`src/rtl/uart_pkg.sv`:
```
// uart_pkg: shared UART state encoding and frame constants
package uart_pkg;
  typedef enum logic [2:0] {LINE_WAIT, IDLE, START, DATA, STOP} rx_state_t;
  localparam int UART_DATA_BITS = 8;
endpackage

```
`src/rtl/sync_2ff.sv`:
```
// sync_2ff: two-flop synchronizer with a configurable reset value
module sync_2ff #(
  parameter logic RST_VAL = 1'b1
) (
  input  logic clk,
  input  logic rst,
  input  logic d,
  output logic q
);
  logic s1_q, s1_d, s2_q, s2_d;
  // next values simply shift the input down the chain
  always_comb begin
    s1_d = d;
    s2_d = s1_q;
  end
  // synchronizer flops
  always_ff @(posedge clk) begin
    if (rst) begin
      s1_q <= RST_VAL;
      s2_q <= RST_VAL;
    end else begin
      s1_q <= s1_d;
      s2_q <= s2_d;
    end
  end
  assign q = s2_q;
endmodule

```
`src/rtl/uart_rx.sv`:
```
// uart_rx: 8N1 receiver with mid-bit sampling, valid/ready output, framing and overrun flags
module uart_rx
  import uart_pkg::*;
#(
  parameter int CLKS_PER_BIT = 868
) (
  input  logic       clk,
  input  logic       rst,
  input  logic       rx,
  output logic [7:0] rx_data,
  output logic       rx_valid,
  input  logic       rx_ready,
  output logic       frame_err,
  output logic       overrun
);
  localparam int HALF = CLKS_PER_BIT / 2;
  localparam int CW = $clog2(CLKS_PER_BIT);
  localparam logic [CW-1:0] CNT_LAST = CW'(CLKS_PER_BIT - 1);
  localparam logic [CW-1:0] CNT_HALF = CW'(HALF);
  localparam logic [CW-1:0] CNT_SETTLE = CW'(2);

  logic                      rx_s;
  rx_state_t                 state_q, state_d;
  logic [CW-1:0]             cnt_q, cnt_d;
  logic [2:0]                idx_q, idx_d;
  logic [UART_DATA_BITS-1:0] shift_q, shift_d;
  logic                      commit_q, commit_d;
  logic                      ferr_q, ferr_d;
  logic [UART_DATA_BITS-1:0] rx_data_q, rx_data_d;
  logic                      rx_valid_q, rx_valid_d;
  logic                      frame_err_q, frame_err_d;
  logic                      overrun_q, overrun_d;

  sync_2ff #(.RST_VAL(1'b1)) u_sync (
    .clk(clk),
    .rst(rst),
    .d  (rx),
    .q  (rx_s)
  );

  // frame FSM: line settle, start validation, data shift and stop check
  always_comb begin
    state_d  = state_q;
    cnt_d    = cnt_q + 1'b1;
    idx_d    = idx_q;
    shift_d  = shift_q;
    commit_d = 1'b0;
    ferr_d   = 1'b0;
    case (state_q)
      LINE_WAIT: begin
        if (!rx_s) cnt_d = '0;
        else if (cnt_q == CNT_SETTLE) state_d = IDLE;
      end
      IDLE: begin
        cnt_d = '0;
        if (!rx_s) state_d = START;
      end
      START: begin
        if (cnt_q == CNT_HALF) begin
          state_d = rx_s ? IDLE : DATA;
          idx_d   = 3'd0;
        end
      end
      DATA: begin
        if (cnt_q == CNT_LAST) begin
          shift_d[idx_q] = rx_s;
          idx_d          = idx_q + 3'd1;
          cnt_d          = '0;
          state_d        = (idx_q == 3'd7) ? STOP : DATA;
        end
      end
      STOP: begin
        if (cnt_q == CNT_LAST) begin
          commit_d = rx_s;
          ferr_d   = !rx_s;
          state_d  = rx_s ? IDLE : LINE_WAIT;
        end
      end
      default: state_d = LINE_WAIT;
    endcase
    if (state_d != state_q) cnt_d = '0;
  end

  // output register: commit loads a byte, accept clears valid, overrun when unread byte is replaced
  always_comb begin
    rx_data_d   = commit_q ? shift_q : rx_data_q;
    rx_valid_d  = commit_q | (rx_valid_q & ~rx_ready);
    overrun_d   = commit_q & rx_valid_q & ~rx_ready;
    frame_err_d = ferr_q;
  end

  // all state, reset abandons any frame and pending byte
  always_ff @(posedge clk) begin
    if (rst) begin
      state_q     <= LINE_WAIT;
      cnt_q       <= '0;
      idx_q       <= '0;
      shift_q     <= '0;
      commit_q    <= 1'b0;
      ferr_q      <= 1'b0;
      rx_data_q   <= '0;
      rx_valid_q  <= 1'b0;
      frame_err_q <= 1'b0;
      overrun_q   <= 1'b0;
    end else begin
      state_q     <= state_d;
      cnt_q       <= cnt_d;
      idx_q       <= idx_d;
      shift_q     <= shift_d;
      commit_q    <= commit_d;
      ferr_q      <= ferr_d;
      rx_data_q   <= rx_data_d;
      rx_valid_q  <= rx_valid_d;
      frame_err_q <= frame_err_d;
      overrun_q   <= overrun_d;
    end
  end

  assign rx_data   = rx_data_q;
  assign rx_valid  = rx_valid_q;
  assign frame_err = frame_err_q;
  assign overrun   = overrun_q;
endmodule

```
`config.mk`:
```
export PLATFORM = sky130hd
export DESIGN_NAME = uart_rx
export DESIGN_NICKNAME = d
export VERILOG_FILES = /design/src/rtl/uart_pkg.sv /design/src/rtl/sync_2ff.sv /design/src/rtl/uart_rx.sv
export SDC_FILE = /design/constraint.sdc
export NUM_CORES = 1
export LEC_CHECK = 0
export CORE_MARGIN = 4
export CORE_UTILIZATION = 35
export DETAILED_ROUTE_END_ITERATION = 12
export PLACE_DENSITY = 0.62
export SLEW_MARGIN = 5
export SYNTH_ARGS = -nofsm -noshare
export SYNTH_HDL_FRONTEND = slang
export SYNTH_HIERARCHICAL = 1
export SYNTH_SLANG_ARGS = --single-unit
export TNS_END_PERCENT = 1
```
`constraint.sdc`:
```
create_clock -name clk -period 3.7 [get_ports clk]
set_clock_uncertainty 0.2 [all_clocks]
set_input_delay 0.555 -clock clk [delete_from_list [all_inputs] [get_ports clk]]
set_output_delay 0.555 -clock clk [all_outputs]
set_load 0.03 [all_outputs]
```
==> impl_metrics.csv, run 1 <==
group,metric,value,unit
outcome,status,"completed",
hold_path,holdCritPathClass,"reg2reg",
power,p_int,0.648,mW
clock_tree,cts_tree,"yes",
yosys,ys_warn_count,6,
die,start_util,36.5,%
critical_path,crit_fanout,14,
place,portBuffers,14,
critical_path,regToRegSetupSlack,1.59,ns
yosys,syn_area_per_cell,9.54,um^2
clock_tree,post_cts_resized,0,
power,p_sw_share,31.7,%
clock_tree,root_buffer,"clkbuf_8",
critical_path,cp_cell_sequence,"clkdlybuf4s50_1 -> inv_1 -> a31oi_4 -> a211oi_1",
die,die_x,81.4,um
yosys,synth-seq-area-share,41.4,%
place,dp_hpwl,2510,um
yosys,netlist_area,1890,um^2
die,chipHeight,81.4,um
yosys,ys_top_cells_by_area,"dfxtp_1 41%, mux2i_1 9.5%, nor2_1 4.6%",
critical_path,cp_slowest_cell,"clkdlybuf4s50_1",
timing,maxSlewViolCount,0,
drt,first_pass_iters,4,
yosys,syn_nets,206,
die,core-area,5170,um^2
clock_tree,path_clk_slew,0.08,ns
yosys,ys_ff_latch,39,
clock_tree,post_cts_buffers,0,
drt,routed-via-count,1419,
timing,setup_tns,0,ns
clock_tree,htreeDepth,2,
drt,drc,0,
yosys,netlist_instances,198,
clock_tree,cts_buffers,5,
timing,fin_crit_sh,57.5,%
power,pwr-share-clk,31.1,%
critical_path,worstPathArrival,2.09,ns
timing,post-route-min-period,2.13,ns
timing,finalSetupViolations,0,
run,maxCapViolCount,0,
die,io_pins,15,
yosys,yosysMostFrequentCell,"dfxtp_1",
timing,fin_ws,1.57,ns
power,vdd_ir_drop_max,0.000203,V
yosys,synth_top_area_share,41.4,%
critical_path,required,3.66,ns
critical_path,crit_buf_inv,2,
power,p_leak,0.761,nW
drt,via_per_inst,5.05,
power,finalPower,0.950,mW
yosys,synth_edf_count,0,
yosys,synth.distinct_cells,43,
clock_tree,worstSkewPairLatency,0.30,ns
drt,drtIter0Drc,88,
drt,wl,3550,um
clock_tree,ctsHoldBuffers,0,
critical_path,worst_path_dominant_cell_family,"buffers and inverters",
final_layout,fillers,512,
die,dieArea,6630,um^2
yosys,async_flop_share,0,%
timing,rsz0062_at_grt,"no",
power,power_density,437,nW/um^2
global_route,grt-ovfl-total,0,
die,num_rows,26,
final_layout,n_antenna_cell,0,
final_layout,final_area,2170,um^2
final_layout,fin_nets,218,
place,pre_cts_slack,1.24,ns
yosys,synth_top_cells_by_count,"39 x dfxtp_1, 23 x nor2_1, 18 x mux2i_1, 17 x nand2_1",
critical_path,cpPeakStageDelay,0.74,ns
timing,slew_headroom,65.1,%
final_layout,drive_gt1_share,9.95,%
timing,worstMarginPinSlew,0.523,ns
clock_tree,clk_path_buf_depth,2,
timing,hold-worst-slack,0.207,ns
clock_tree,clock_sinks,39,
global_route,track_usage,12.4,%
place,dpl-instance-area,2080,um^2
global_route,grt_pass1_wl,6380,um
yosys,synthFlopType,"dfxtp_1",
power,combPwrFrac,18.6,%
drt,avgRoutedWirePerCell,12.6,um
yosys,synth_top_cell_by_area,"dfxtp_1",
place,gp_congestion,0.761,
drt,postRouteAntennaNets,0,
timing,fmax,470,MHz
critical_path,crit_type,"in2reg",
global_route,grt_pass1_vias,1357,
critical_path,startpoint_type,"primary input",
power,switchingPower,0.301,mW
global_route,grt_antenna_before_repair,0,
final_layout,area_delta_synth_final,15.1,%
critical_path,critPathCaptureType,"register",
timing,finalHoldViolations,0,
global_route,grt_max_degree,15,
power,pwr-share-seq,50.3,%
-- layout make-up --
cell class,count,area (um^2),share of cell area [%]
Inverter,7,26.3,1.21
Clock inverter,3,23.8,1.09
Multi-Input combinational cell,142,1040,47.8
Clock buffer,5,68.8,3.17
Timing Repair Buffer,15,148,6.79
Sequential cell,39,781,35.9
Tap cell,70,87.6,4.03
-- stage by stage --
stage / util [%] / std cells
after floorplan: - / 198
after global placement: 40.2 / 273
after detailed placement: 40.2 / 273
after CTS: 42.0 / 281
after global routing: 42.0 / 281
final: 42.0 / 281
-- state kept, by name, indices dropped and copies added, names as in the netlist --
| name | cells |
|---|---|
| idx_q | 3 |
| u_sync/s1_q | 1 |
| frame_err | 1 |
| u_sync/q | 1 |
| rx_valid | 1 |
| ferr_q | 1 |
| shift_q | 8 |
| rx_data | 8 |
| overrun | 1 |
| cnt_q | 10 |
| commit_q | 1 |
| state_q | 3 |
-- layer usage --
metal  part of all wire, %  up-vias  track usage, %
met5                     0        -               0
met4                   2.1        0            5.57
met3                   2.8        7            3.18
met2                    44       17            17.9
met1                    51      660            17.2
li1                      -      735               -
-- power groups by stage --
stage	Sequential, mW	Clock [mW]	Combinational (mW)
after floorplan	0.474	0	0.150
after global placement	0.487	0	0.173
after detailed placement	0.489	0	0.173
after CTS	0.479	0.302	0.178
after global routing	0.486	0.322	0.198
final	0.478	0.295	0.177
-- kinds of logic after synthesis --
group | Yosys count | share of synthesized area [%]
AOI/OAI and AO/OA | 23 | 9.94
xor gates and xnor gates | 8 | 3.71
adders and majority gates | 4 | 2.65
buffers and inverters | 17 | 3.65
DFF | 39 | 41.4
muxes | 18 | 9.54
and+or+nand+nor | 89 | 29.2
-- cell usage in the layout (no fill, tap or decap), types with 3 or more instances in the layout --
cell,n
and3_1,3
nor2_1,23
inv_1,7
nor4_1,3
clkbuf_8,5
xnor2_1,3
nand2_1,17
xor2_1,5
nand3_1,7
ha_1,4
dfxtp_1,39
a211oi_1,7
nand3b_1,4
nor4_4,3
clkdlybuf4s50_1,14
nand4_1,7
a21oi_1,6
mux2i_1,18
-- worst paths after layout --
kind | startpoint | to | cells after the start
hold reg to reg | u_sync/s1_q | u_sync/q | 1
setup reg to reg | cnt_q[0] | cnt_q[1] | 5
hold / removal | u_sync/s1_q | u_sync/q | 1
setup / recovery | rst | cnt_q[1] | 4
(Power assumes the default switching activity.)
==> run 2, diff against run 1 <==
--- a/config.mk
+++ b/config.mk
@@ -8,7 +8,7 @@
 export CORE_MARGIN = 4
 export CORE_UTILIZATION = 35
 export DETAILED_ROUTE_END_ITERATION = 12
-export PLACE_DENSITY = 0.62
+export PLACE_DENSITY = 0.63
 export SLEW_MARGIN = 5
 export SYNTH_ARGS = -nofsm -noshare
 export SYNTH_HDL_FRONTEND = slang
==> constraint.sdc (replaced) <==
create_clock -name clk -period 1.7 [get_ports clk]
set_clock_uncertainty 0.2 [all_clocks]
set_input_delay 0.255 -clock clk [delete_from_list [all_inputs] [get_ports clk]]
set_output_delay 0.255 -clock clk [all_outputs]
set_load 0.03 [all_outputs]
==> impl_metrics.csv, run 2 (synthesis results as in run 1) <==
group,metric,value,unit
outcome,status,"finished with violations",
outcome,violations,"setup timing",
critical_path,crit_buf_inv,2,
die,dieArea,6630,um^2
timing,fmax,574,MHz
die,io_pins,15,
critical_path,worst_path_dominant_cell_family,"simple AND/OR/NAND/NOR gates",
clock_tree,path_clk_slew,0.08,ns
timing,rsz0062_at_grt,"yes",
final_layout,largest-register,"cnt_q",
place,dp_hpwl,2870,um
die,num_rows,26,
hold_path,holdCritPathClass,"reg2reg",
drt,drc,0,
timing,fin_ws,-0.0419,ns
timing,worstMarginPinSlew,0.514,ns
drt,routed-via-count,1529,
critical_path,required,1.72,ns
critical_path,worstPathArrival,1.76,ns
clock_tree,clk_path_buf_depth,2,
drt,drtIter0Drc,62,
global_route,grt_antenna_before_repair,0,
final_layout,fin_nets,247,
clock_tree,cts_tree,"yes",
global_route,track_usage,12.7,%
die,start_util,36.5,%
clock_tree,htreeDepth,2,
timing,post-route-min-period,1.74,ns
final_layout,area_delta_synth_final,28.9,%
clock_tree,root_buffer,"clkbuf_8",
power,power_density,912,nW/um^2
drt,avgRoutedWirePerCell,12.7,um
timing,slew_headroom,65.7,%
drt,postRouteAntennaNets,0,
power,p_leak,0.963,nW
drt,via_per_inst,4.93,
clock_tree,worstSkewPairLatency,0.30,ns
run,maxCapViolCount,0,
critical_path,cp_cell_sequence,"buf_4 -> inv_1 -> ha_2 -> nand2_2 -> or4_1 -> a31oi_1",
global_route,grt_pass1_wl,6470,um
power,vdd_ir_drop_max,0.000472,V
drt,first_pass_iters,4,
final_layout,final_cell_mix,"30 x dfxtp_1, 29 x buf_4, 23 x nor2_1",
critical_path,cpPeakStageDelay,0.49,ns
place,dpl-instance-area,2310,um^2
critical_path,crit_type,"reg2reg",
die,die_x,81.4,um
die,core-area,5170,um^2
global_route,grt-ovfl-total,0,
timing,hold-worst-slack,0.217,ns
final_layout,largest_register_ffs,10,
timing,maxSlewViolCount,0,
critical_path,crit_fanout,4,
final_layout,final_common_cell,"dfxtp_1",
critical_path,critPathCaptureType,"register",
place,portBuffers,14,
clock_tree,clock_sinks,39,
clock_tree,cts_buffers,5,
critical_path,startpoint_type,"register",
clock_tree,ctsHoldBuffers,0,
global_route,grt_pass1_vias,1434,
final_layout,n_antenna_cell,0,
timing,finalSetupViolations,1,
place,gp_congestion,0.751,
critical_path,regToRegSetupSlack,-0.04,ns
global_route,grt_max_degree,18,
critical_path,cp_slowest_cell,"or4_1",
final_layout,final_area,2430,um^2
timing,finalHoldViolations,0,
timing,fin_crit_sh,102,%
die,chipHeight,81.4,um
drt,wl,3950,um
final_layout,drive_gt1_share,27.5,%
[run 2: cell count changes in the layout (fill, tap and decap cells not counted), moves of 2 or more]
| cell | previous run | this run |
|---|---|---|
| buf_4 | 1 | 29 |
| o21ai_0 | 2 | 0 |
| clkdlybuf4s50_1 | 14 | 3 |
| dfxtp_1 | 39 | 30 |
| dfxtp_2 | 0 | 9 |
| ha_1 | 4 | 2 |
| dlygate4sd2_1 | 0 | 11 |
| o21ai_1 | 0 | 2 |
[run 2: final timing paths]
| kind | depth (start not counted) | start | endpoint |
|---|---|---|---|
| max | 6 | cnt_q[0] | state_q[0] |
| min reg2reg | 1 | u_sync/s1_q | u_sync/q |
| max reg2reg | 6 | cnt_q[0] | state_q[0] |
| min | 1 | u_sync/s1_q | u_sync/q |
[run 2: power breakdown]
part	internal [mW]	switching, mW	total [mW]
Clock	0.287	0.341	0.628
Sequential	0.968	0.0596	1.03
Combinational	0.275	0.289	0.564
Total	1.53	0.690	2.22
[run 2: timing repair]
action,CTS,global route
endpoints found under the setup margin,24,26
pin swaps,5,8
setup buffers,0,1
resized for setup,12,17
[run 2: metrics by stage]
step | total power [mW] | setup TNS, ns | instances | utilization, % | setup WS (ns)
after floorplan | 1.38 | 0 | 198 | - | 0.00429
after global placement | 1.58 | -0.253 | 301 | 44.6 | -0.0383
after detailed placement | 1.59 | -1.20 | 301 | 44.6 | -0.152
after CTS | 2.21 | -0.166 | 309 | 46.0 | -0.0627
after global routing | 2.33 | -0.517 | 310 | 47.0 | -0.107
final | 2.22 | -0.0419 | 310 | 47.0 | -0.0419
[run 2: metal layers]
metal	vias to the layer above	wire length (um)	GRT usage, %
met5	-	0	0
met4	0	76	6.42
met3	6	126	2.63
met2	21	1810	19.1
met1	707	1940	17.2
li1	795	-	-
[run 2: worst register-to-register path, delay by kind of cell (launching register included)]
family,cells,cell delay [ns]
AND/OR/NAND/NOR,2,0.57
buffers and inverters,2,0.19
adder cells (fa/ha/maj),1,0.19
flip-flops,1,0.34
AO/OA/AOI/OAI,1,0.18
[run 2: layout make-up]
class	instances	area [um^2]
Fill cell	503	2740
Inverter	7	26.3
Timing Repair Buffer	44	355
Clock buffer	6	72.6
Sequential cell	39	792
Clock inverter	2	12.5
Tap cell	70	87.6
Multi-Input combinational cell	142	1090
==> run 3, diff against run 2 <==
--- a/config.mk
+++ b/config.mk
@@ -8,6 +8,7 @@
 export CORE_MARGIN = 4
 export CORE_UTILIZATION = 35
 export DETAILED_ROUTE_END_ITERATION = 12
+export HOLD_SLACK_MARGIN = 0.08
 export PLACE_DENSITY = 0.63
 export SLEW_MARGIN = 5
 export SYNTH_ARGS = -nofsm -noshare
==> results of run 3 <==
No change in the layout: final DEF, timing and power equal those of run 2.
